### src/rtl/spi_pkg.sv
// Shared types and widths for the SPI command sequencer and its command FIFO.
package spi_pkg;

    localparam int SPI_ADDR_W = 7;
    localparam int SPI_DATA_W = 8;

    // One queued host command, exactly as it will be presented to spi_master.
    typedef struct packed {
        logic                  rd_wr;
        logic [SPI_ADDR_W-1:0] addr;
        logic [SPI_DATA_W-1:0] wdata;
    } spi_cmd_t;

    // Sequencer states; the sequencer mirrors these encodings as localparams.
    typedef enum logic [2:0] {
        IDLE,
        LOAD,
        FRAME,
        CAPTURE,
        RESP,
        GAP
    } seq_state_e;

endpackage

### src/rtl/spi_cmd_fifo.sv
// Small synchronous FIFO of SPI commands with an occupancy counter.
// The level counter, not the pointers, tells full from empty.
module spi_cmd_fifo
    import spi_pkg::*;
#(
    parameter int DEPTH = 4
) (
    input  logic                   mclk,
    input  logic                   reset,
    input  logic                   push,
    input  spi_cmd_t               push_data,
    output logic                   full,
    input  logic                   pop,
    output spi_cmd_t               head,
    output logic [$clog2(DEPTH):0] level
);

    localparam int PTR_W = $clog2(DEPTH);
    localparam int LVL_W = PTR_W + 1;

    spi_cmd_t         mem_q [DEPTH];
    spi_cmd_t         mem_d [DEPTH];
    logic [PTR_W-1:0] wr_ptr_q, wr_ptr_d;
    logic [PTR_W-1:0] rd_ptr_q, rd_ptr_d;
    logic [LVL_W-1:0] level_q, level_d;
    logic             push_ok;
    logic             pop_ok;

    assign full    = (level_q == LVL_W'(DEPTH));
    assign push_ok = push && !full;
    assign pop_ok  = pop && (level_q != '0);
    assign head    = mem_q[rd_ptr_q];
    assign level   = level_q;

    // Next-state for storage, pointers and occupancy; pointers wrap naturally at DEPTH.
    always_comb begin
        mem_d    = mem_q;
        wr_ptr_d = wr_ptr_q;
        rd_ptr_d = rd_ptr_q;
        level_d  = level_q;
        if (push_ok) begin
            mem_d[wr_ptr_q] = push_data;
            wr_ptr_d        = wr_ptr_q + PTR_W'(1);
        end
        if (pop_ok) begin
            rd_ptr_d = rd_ptr_q + PTR_W'(1);
        end
        case ({push_ok, pop_ok})
            2'b10:   level_d = level_q + LVL_W'(1);
            2'b01:   level_d = level_q - LVL_W'(1);
            default: level_d = level_q;
        endcase
    end

    // Pointer and level registers, cleared by the synchronous active-low reset.
    always_ff @(posedge mclk) begin
        if (!reset) begin
            wr_ptr_q <= '0;
            rd_ptr_q <= '0;
            level_q  <= '0;
        end else begin
            wr_ptr_q <= wr_ptr_d;
            rd_ptr_q <= rd_ptr_d;
            level_q  <= level_d;
        end
    end

    // Entry storage needs no reset: only entries below the level are ever read.
    always_ff @(posedge mclk) begin
        mem_q <= mem_d;
    end

endmodule

### src/rtl/spi_cmd_sequencer.sv
// Command front-end for spi_master: queues host commands, issues each as one
// fixed-length frame, and returns read data through a valid/ready response port.
module spi_cmd_sequencer
    import spi_pkg::*;
#(
    parameter int FIFO_DEPTH   = 4,
    parameter int FRAME_CYCLES = 16,
    parameter int GAP_CYCLES   = 2
) (
    input  logic                        mclk,
    input  logic                        reset,
    input  logic                        cmd_valid,
    output logic                        cmd_ready,
    input  logic                        cmd_rd_wr,
    input  logic [SPI_ADDR_W-1:0]       cmd_addr,
    input  logic [SPI_DATA_W-1:0]       cmd_wdata,
    output logic                        rsp_valid,
    input  logic                        rsp_ready,
    output logic [SPI_ADDR_W-1:0]       rsp_addr,
    output logic [SPI_DATA_W-1:0]       rsp_rdata,
    output logic                        busy,
    output logic [$clog2(FIFO_DEPTH):0] fifo_level,
    output logic                        start,
    output logic                        master_rd_wr,
    output logic [SPI_ADDR_W-1:0]       master_address,
    output logic [SPI_DATA_W-1:0]       master_out_data,
    input  logic [SPI_DATA_W-1:0]       master_in_data
);

    localparam logic [2:0] ST_IDLE    = 3'(IDLE);
    localparam logic [2:0] ST_LOAD    = 3'(LOAD);
    localparam logic [2:0] ST_FRAME   = 3'(FRAME);
    localparam logic [2:0] ST_CAPTURE = 3'(CAPTURE);
    localparam logic [2:0] ST_RESP    = 3'(RESP);
    localparam logic [2:0] ST_GAP     = 3'(GAP);

    // The LOAD cycle also has start low, so the GAP state itself lasts one
    // cycle less than the full idle gap between frames (but at least one).
    localparam int             CNT_W      = $clog2(FRAME_CYCLES);
    localparam logic [CNT_W-1:0] FRAME_LAST = CNT_W'(FRAME_CYCLES - 1);
    localparam logic [CNT_W-1:0] GAP_LAST   = CNT_W'((GAP_CYCLES > 1) ? GAP_CYCLES - 2 : 0);

    logic [2:0]            state_q, state_d;
    logic [CNT_W-1:0]      cnt_q, cnt_d;
    logic                  start_q, start_d;
    spi_cmd_t              mcmd_q, mcmd_d;
    logic                  rsp_valid_q, rsp_valid_d;
    logic [SPI_ADDR_W-1:0] rsp_addr_q, rsp_addr_d;
    logic [SPI_DATA_W-1:0] rsp_rdata_q, rsp_rdata_d;

    spi_cmd_t              push_cmd;
    spi_cmd_t              fifo_head;
    logic                  fifo_full;
    logic                  fifo_pop;

    assign push_cmd = {cmd_rd_wr, cmd_addr, cmd_wdata};
    assign fifo_pop = (state_q == ST_LOAD);

    spi_cmd_fifo #(
        .DEPTH(FIFO_DEPTH)
    ) u_fifo (
        .mclk     (mclk),
        .reset    (reset),
        .push     (cmd_valid),
        .push_data(push_cmd),
        .full     (fifo_full),
        .pop      (fifo_pop),
        .head     (fifo_head),
        .level    (fifo_level)
    );

    assign cmd_ready       = !fifo_full;
    assign busy            = (state_q != ST_IDLE) || (fifo_level != '0);
    assign start           = start_q;
    assign master_rd_wr    = mcmd_q.rd_wr;
    assign master_address  = mcmd_q.addr;
    assign master_out_data = mcmd_q.wdata;
    assign rsp_valid       = rsp_valid_q;
    assign rsp_addr        = rsp_addr_q;
    assign rsp_rdata       = rsp_rdata_q;

    // Sequencer FSM: the counter times the frame in FRAME and the idle spacing in GAP.
    always_comb begin
        state_d     = state_q;
        cnt_d       = cnt_q;
        start_d     = start_q;
        mcmd_d      = mcmd_q;
        rsp_valid_d = rsp_valid_q;
        rsp_addr_d  = rsp_addr_q;
        rsp_rdata_d = rsp_rdata_q;
        case (state_q)
            ST_IDLE: begin
                if (fifo_level != '0) begin
                    state_d = ST_LOAD;
                end
            end
            ST_LOAD: begin
                mcmd_d  = fifo_head;
                start_d = 1'b1;
                cnt_d   = '0;
                state_d = ST_FRAME;
            end
            ST_FRAME: begin
                if (cnt_q == FRAME_LAST) begin
                    start_d = 1'b0;
                    cnt_d   = '0;
                    state_d = mcmd_q.rd_wr ? ST_CAPTURE : ST_GAP;
                end else begin
                    cnt_d = cnt_q + CNT_W'(1);
                end
            end
            ST_CAPTURE: begin
                rsp_rdata_d = master_in_data;
                rsp_addr_d  = mcmd_q.addr;
                rsp_valid_d = 1'b1;
                state_d     = ST_RESP;
            end
            ST_RESP: begin
                if (rsp_ready) begin
                    rsp_valid_d = 1'b0;
                    cnt_d       = '0;
                    state_d     = ST_GAP;
                end
            end
            ST_GAP: begin
                if (cnt_q == GAP_LAST) begin
                    cnt_d   = '0;
                    state_d = (fifo_level != '0) ? ST_LOAD : ST_IDLE;
                end else begin
                    cnt_d = cnt_q + CNT_W'(1);
                end
            end
            default: begin
                state_d = ST_IDLE;
            end
        endcase
    end

    // All sequencer state clears on reset, abandoning any frame in progress.
    always_ff @(posedge mclk) begin
        if (!reset) begin
            state_q     <= ST_IDLE;
            cnt_q       <= '0;
            start_q     <= 1'b0;
            mcmd_q      <= '0;
            rsp_valid_q <= 1'b0;
            rsp_addr_q  <= '0;
            rsp_rdata_q <= '0;
        end else begin
            state_q     <= state_d;
            cnt_q       <= cnt_d;
            start_q     <= start_d;
            mcmd_q      <= mcmd_d;
            rsp_valid_q <= rsp_valid_d;
            rsp_addr_q  <= rsp_addr_d;
            rsp_rdata_q <= rsp_rdata_d;
        end
    end

endmodule

### config.mk
export PLATFORM = sky130hd
export DESIGN_NAME = spi_cmd_sequencer
export DESIGN_NICKNAME = d
export VERILOG_FILES = /design/src/rtl/spi_pkg.sv /design/src/rtl/spi_cmd_fifo.sv /design/src/rtl/spi_cmd_sequencer.sv
export SDC_FILE = /design/constraint.sdc
export NUM_CORES = 1
export LEC_CHECK = 0
export CAP_MARGIN = 20
export CORE_MARGIN = 2
export CORE_UTILIZATION = 54
export DETAILED_ROUTE_END_ITERATION = 12
export GPL_TIMING_DRIVEN = 1
export PLACE_DENSITY_LB_ADDON = 0.12
export SYNTH_ARGS = -nofsm -noshare
export SYNTH_HDL_FRONTEND = slang
export SYNTH_HIERARCHICAL = 1
export SYNTH_SLANG_ARGS = --single-unit
### constraint.sdc
create_clock -name mclk -period 3.3 [get_ports mclk]
set_clock_uncertainty 0.2 [all_clocks]
set_input_delay 0.66 -clock mclk [delete_from_list [all_inputs] [get_ports mclk]]
set_output_delay 0.66 -clock mclk [all_outputs]
set_load 0.02 [all_outputs]
==> impl_results.md <==
* Critical path cell sequence: or3_1 -> inv_6 -> o31a_1 -> ha_1 -> inv_1 -> fa_1 -> xor2_1 -> or3_1 -> a21boi_0
* Cts hold-fix bufs at 0
* Path type of the worst min-delay path: flop to flop
* Endpoint, Worst Hold: rsp_rdata[7]
* Post-Syn Nets at 380
* Post-route setup slack at 0.502 ns
* CTS tree: done
* Post-Synth Simple-Gate Area at 11.0%
* Fraction of layout instances using a drive strength above 1 at 9.52%
* Crit path largest cell delay at 0.48 ns
* Hold Path Depth at 2
* Post-synthesis compound-gate area fraction at 9.44%
* Mux contribution to synthesized area at 9.36%
* Worst path required time at 3.39 ns
* DRT iter0 DRCs at 79
* RSZ-0062 raised after global routing: no
* CP Data Arrival Time at 2.89 ns
* Area share of fa/ha/maj cells after synthesis at 2.39%
* CP startpoint kind: flop
* Grt ovf at 0
* Rel. slew slack at 48.6%
* Sum Neg Setup Slack at 0 ns
* RR Endpoint: u_fifo/level[2]
* Final hold viol count at 0
* Initial DRT Pass Iterations at 4
* Hold_sp: rsp_rdata[7]
* Critical Path End Type: flop
* Core Area at 8130 µm²
* Num rows at 33
* Psw at 1.03 mW
* Area occupied by multi-input gates at 1480 µm²
* CP bufs+invs at 2
* Reg clk slew, reported paths at 0.11 ns
* Seq/Total Area, Yosys at 63.5%
* Final wirelength at 7740 µm
* Area leader, netlist: edfxtp_1
* Pwr Density at 613 nW/µm²
* Via-per-instance ratio at 5.21
* Synth warn at 6
* Worst reg-to-reg path cell count at 9
* Worst vdd ir at 0.326 mV
* Post CTS Setup Buffer Count at 0
* Cells after Synth at 344
* Reg power frac at 51.5%
* Fillers at 618
* Avg Inst Size Synth at 13.1 µm²
* Clk buf depth at 2
* Layout area overhead at 21.1%
* Yosys top cell area share at 42.6%
* Initial antenna violation count at 0
* XOR/XNOR share of the synthesized area at 0.777%
* Post-DP HPWL at 5440 µm
* Power share of the clock group at 22.7%
* Slowest CP cell: or3_1
* # DRC at 0
* Combinational power share at 25.8%
* Clock sink total at 111
* Clk_lat worst skew at 0.36 ns
* Tcrit/Tclk final at 84.8%
* Fmax at 0.357 GHz
* Area contributors post-synth: edfxtp_1 43%, dfxtp_1 21%, nand2_1 6.5%
* Switch share at 30.8%
* Gpl congestion at 0.765
* Sequential Area at 2860 µm²
* Initial Util at 55.4%
* Port Buf Inserts at 65
* CTS resizes at 0
* Maxcap violations at 0
* Slew @ Worst Pin at 0.769 ns
* #FFs+latches synth at 111
* Leakage at 1.84 nW
* Outcome: completed
* Setup Crit Path Kind: flop to flop
* Post-DR wirelength/cell at 14.7 µm
* Largest net degree at the start of global routing at 24
* R2R Setup Slk at 0.50 ns
* Post-layout net count at 451
* Tmin final at 2.80 ns
* Die Wd at 95.4 µm
* Largest family of logic cells by synthesized area: simple AND/OR/NAND/NOR gates
* Final number of setup-violating endpoints at 0
* Max-slew violations at 0
* ANT nets after route at 0
* P_int at 2.31 mW
* IO Count at 66
* Inserted Clock Buffers at 9
* Pre-CTS worst setup slack at 0.519 ns
* Crit Path Max Fanout at 18
* Crit path max-delay family: simple AND/OR/NAND/NOR gates
* GRT Util Overall at 18.2%
* First-pass GRT wire length at 12500 µm
* Yosys cell types at 43
* Mapped Area at 4510 µm²
* Die height at 95.4 µm
* Launch point of the worst reg-to-reg path: state_q[1]
* Total number of vias at 2736
* ANT cells at 0
* Vias in the first global route at 2615
* CP most frequent cell: or3_1
* Root Driver: clkbuf_8
* Full die area at 9090 µm²
* Max H-tree Level at 3
power by group through the flow:
stage / logic [mW] / registers (mW) / clock network [mW]
floorplan: 0.525 / 1.79 / 0
detailed placement: 0.872 / 1.75 / 0
finish: 0.863 / 1.72 / 0.761
global route: 0.956 / 1.74 / 0.835
global placement: 0.860 / 1.75 / 0
CTS: 0.874 / 1.72 / 0.786
metrics by stage:
| stage | hold slack [ns] | area (µm²) | power [mW] | cells | utilization, % |
|---|---|---|---|---|---|
| after global placement | 0.244 | 5270 | 2.61 | 509 | 64.8 |
| after global routing | 0.292 | 5460 | 3.53 | 525 | 67.1 |
| after CTS | 0.272 | 5460 | 3.38 | 525 | 67.1 |
| after detailed placement | 0.255 | 5270 | 2.63 | 509 | 64.8 |
| final | 0.267 | 5460 | 3.34 | 525 | 67.1 |
| after floorplan | 0.268 | 4510 | 2.32 | 344 | - |
per-layer routing:
layer / track usage, % / vias up / share of wire, % / wire length (µm)
li1: - / 1372 / - / -
met1: 24.9 / 1301 / 47 / 3670
met2: 30.0 / 56 / 48 / 3700
met3: 2.69 / 7 / 3.8 / 297
met4: 6.16 / 0 / 0.93 / 72
met5: 0 / - / 0 / 0
worst register-to-register path, stage by stage (launching register included):
cell and delay [ns]:
dfxtp_1 0.46, or3_1 0.48, inv_6 0.16, o31a_1 0.19, ha_1 0.19, inv_1 0.06
fa_1 0.38, xor2_1 0.16, or3_1 0.30, a21boi_0 0.16
layout by cell type (no fill, tap or decap), types with 3 or more instances in the layout:
cell / instances
ha_1: 7
nor2_1: 8
buf_4: 12
and2_1: 7
nand2_1: 78
a21oi_1: 4
or3_1: 3
nor2b_1: 6
a21boi_1: 10
a21boi_0: 24
dfxtp_1: 47
clkbuf_8: 9
o21ai_0: 10
mux4_2: 8
clkdlybuf4s50_1: 65
inv_6: 3
mux4_1: 8
xnor2_1: 3
inv_1: 11
edfxtp_1: 64
state kept, by name, indices dropped and copies added (netlist names):
signal,flops
state_q,3
start,1
u_fifo/level,3
rsp_rdata,8
master_out_data,8
master_address,7
u_fifo/mem_q,64
u_fifo/rd_ptr_q,2
u_fifo/wr_ptr_q,2
cnt_q,4
rsp_addr,7
rsp_valid,1
master_rd_wr,1
kinds of logic (layout without fill, tap and decap cells):
group                      Yosys count  count (layout)
adders and majority gates            8               8
buffers and inverters               30             106
AOI/OAI and AO/OA                   60              60
muxes                               19              19
DFF                                111             111
xor gates and xnor gates             4               4
and+or+nand+nor                    112             112
layout make-up:
cell class | instances | area share (%)
clock buffer | 9 | 2.27
clock inverter | 7 | 1.15
inverter | 13 | 0.986
multi-input combinational | 203 | 27.2
sequential | 111 | 52.4
tap | 105 | 2.41
timing repair buffer | 77 | 13.6
worst max path at each step:
stage	start	end	slack, ns	cells after the start
4_1_cts	state_q[1]	u_fifo/level[2]	0.49	9
5_1_grt	state_q[1]	u_fifo/level[2]	0.30	9
6_report	state_q[1]	u_fifo/level[2]	0.50	9
2_1_floorplan	state_q[0]	u_fifo/level[2]	0.55	12
3_5_place_dp	state_q[1]	u_fifo/level[2]	0.52	9
3_3_place_gp	state_q[1]	u_fifo/level[2]	0.59	9
cells in the mapped netlist:
master / n
nand3_1: 2
nor3b_2: 1
o221ai_1: 1
o31a_1: 1
o32ai_1: 1
a21oi_1: 4
mux4_1: 8
a21boi_1: 10
inv_1: 11
nor3b_1: 2
a22oi_1: 1
clkbuf_1: 7
nand3b_1: 2
inv_2: 1
buf_12: 1
buf_6: 2
fa_1: 1
nor2b_1: 6
o311ai_1: 1
dfxtp_1: 47
or3_1: 3
nand2_1: 78
xor2_1: 1
nand2b_1: 1
a22o_1: 1
and3_1: 2
o21ai_0: 10
inv_6: 1
mux4_2: 8
nor2_1: 8
and2_1: 7
o211a_1: 2
a21boi_0: 24
o22ai_1: 1
xnor2_1: 3
mux2i_1: 2
edfxtp_1: 64
buf_2: 6
a211oi_1: 2
o21a_1: 1
mux2_2: 1
buf_4: 1
ha_1: 7
Note: power is estimated with default switching activity, not from simulation.
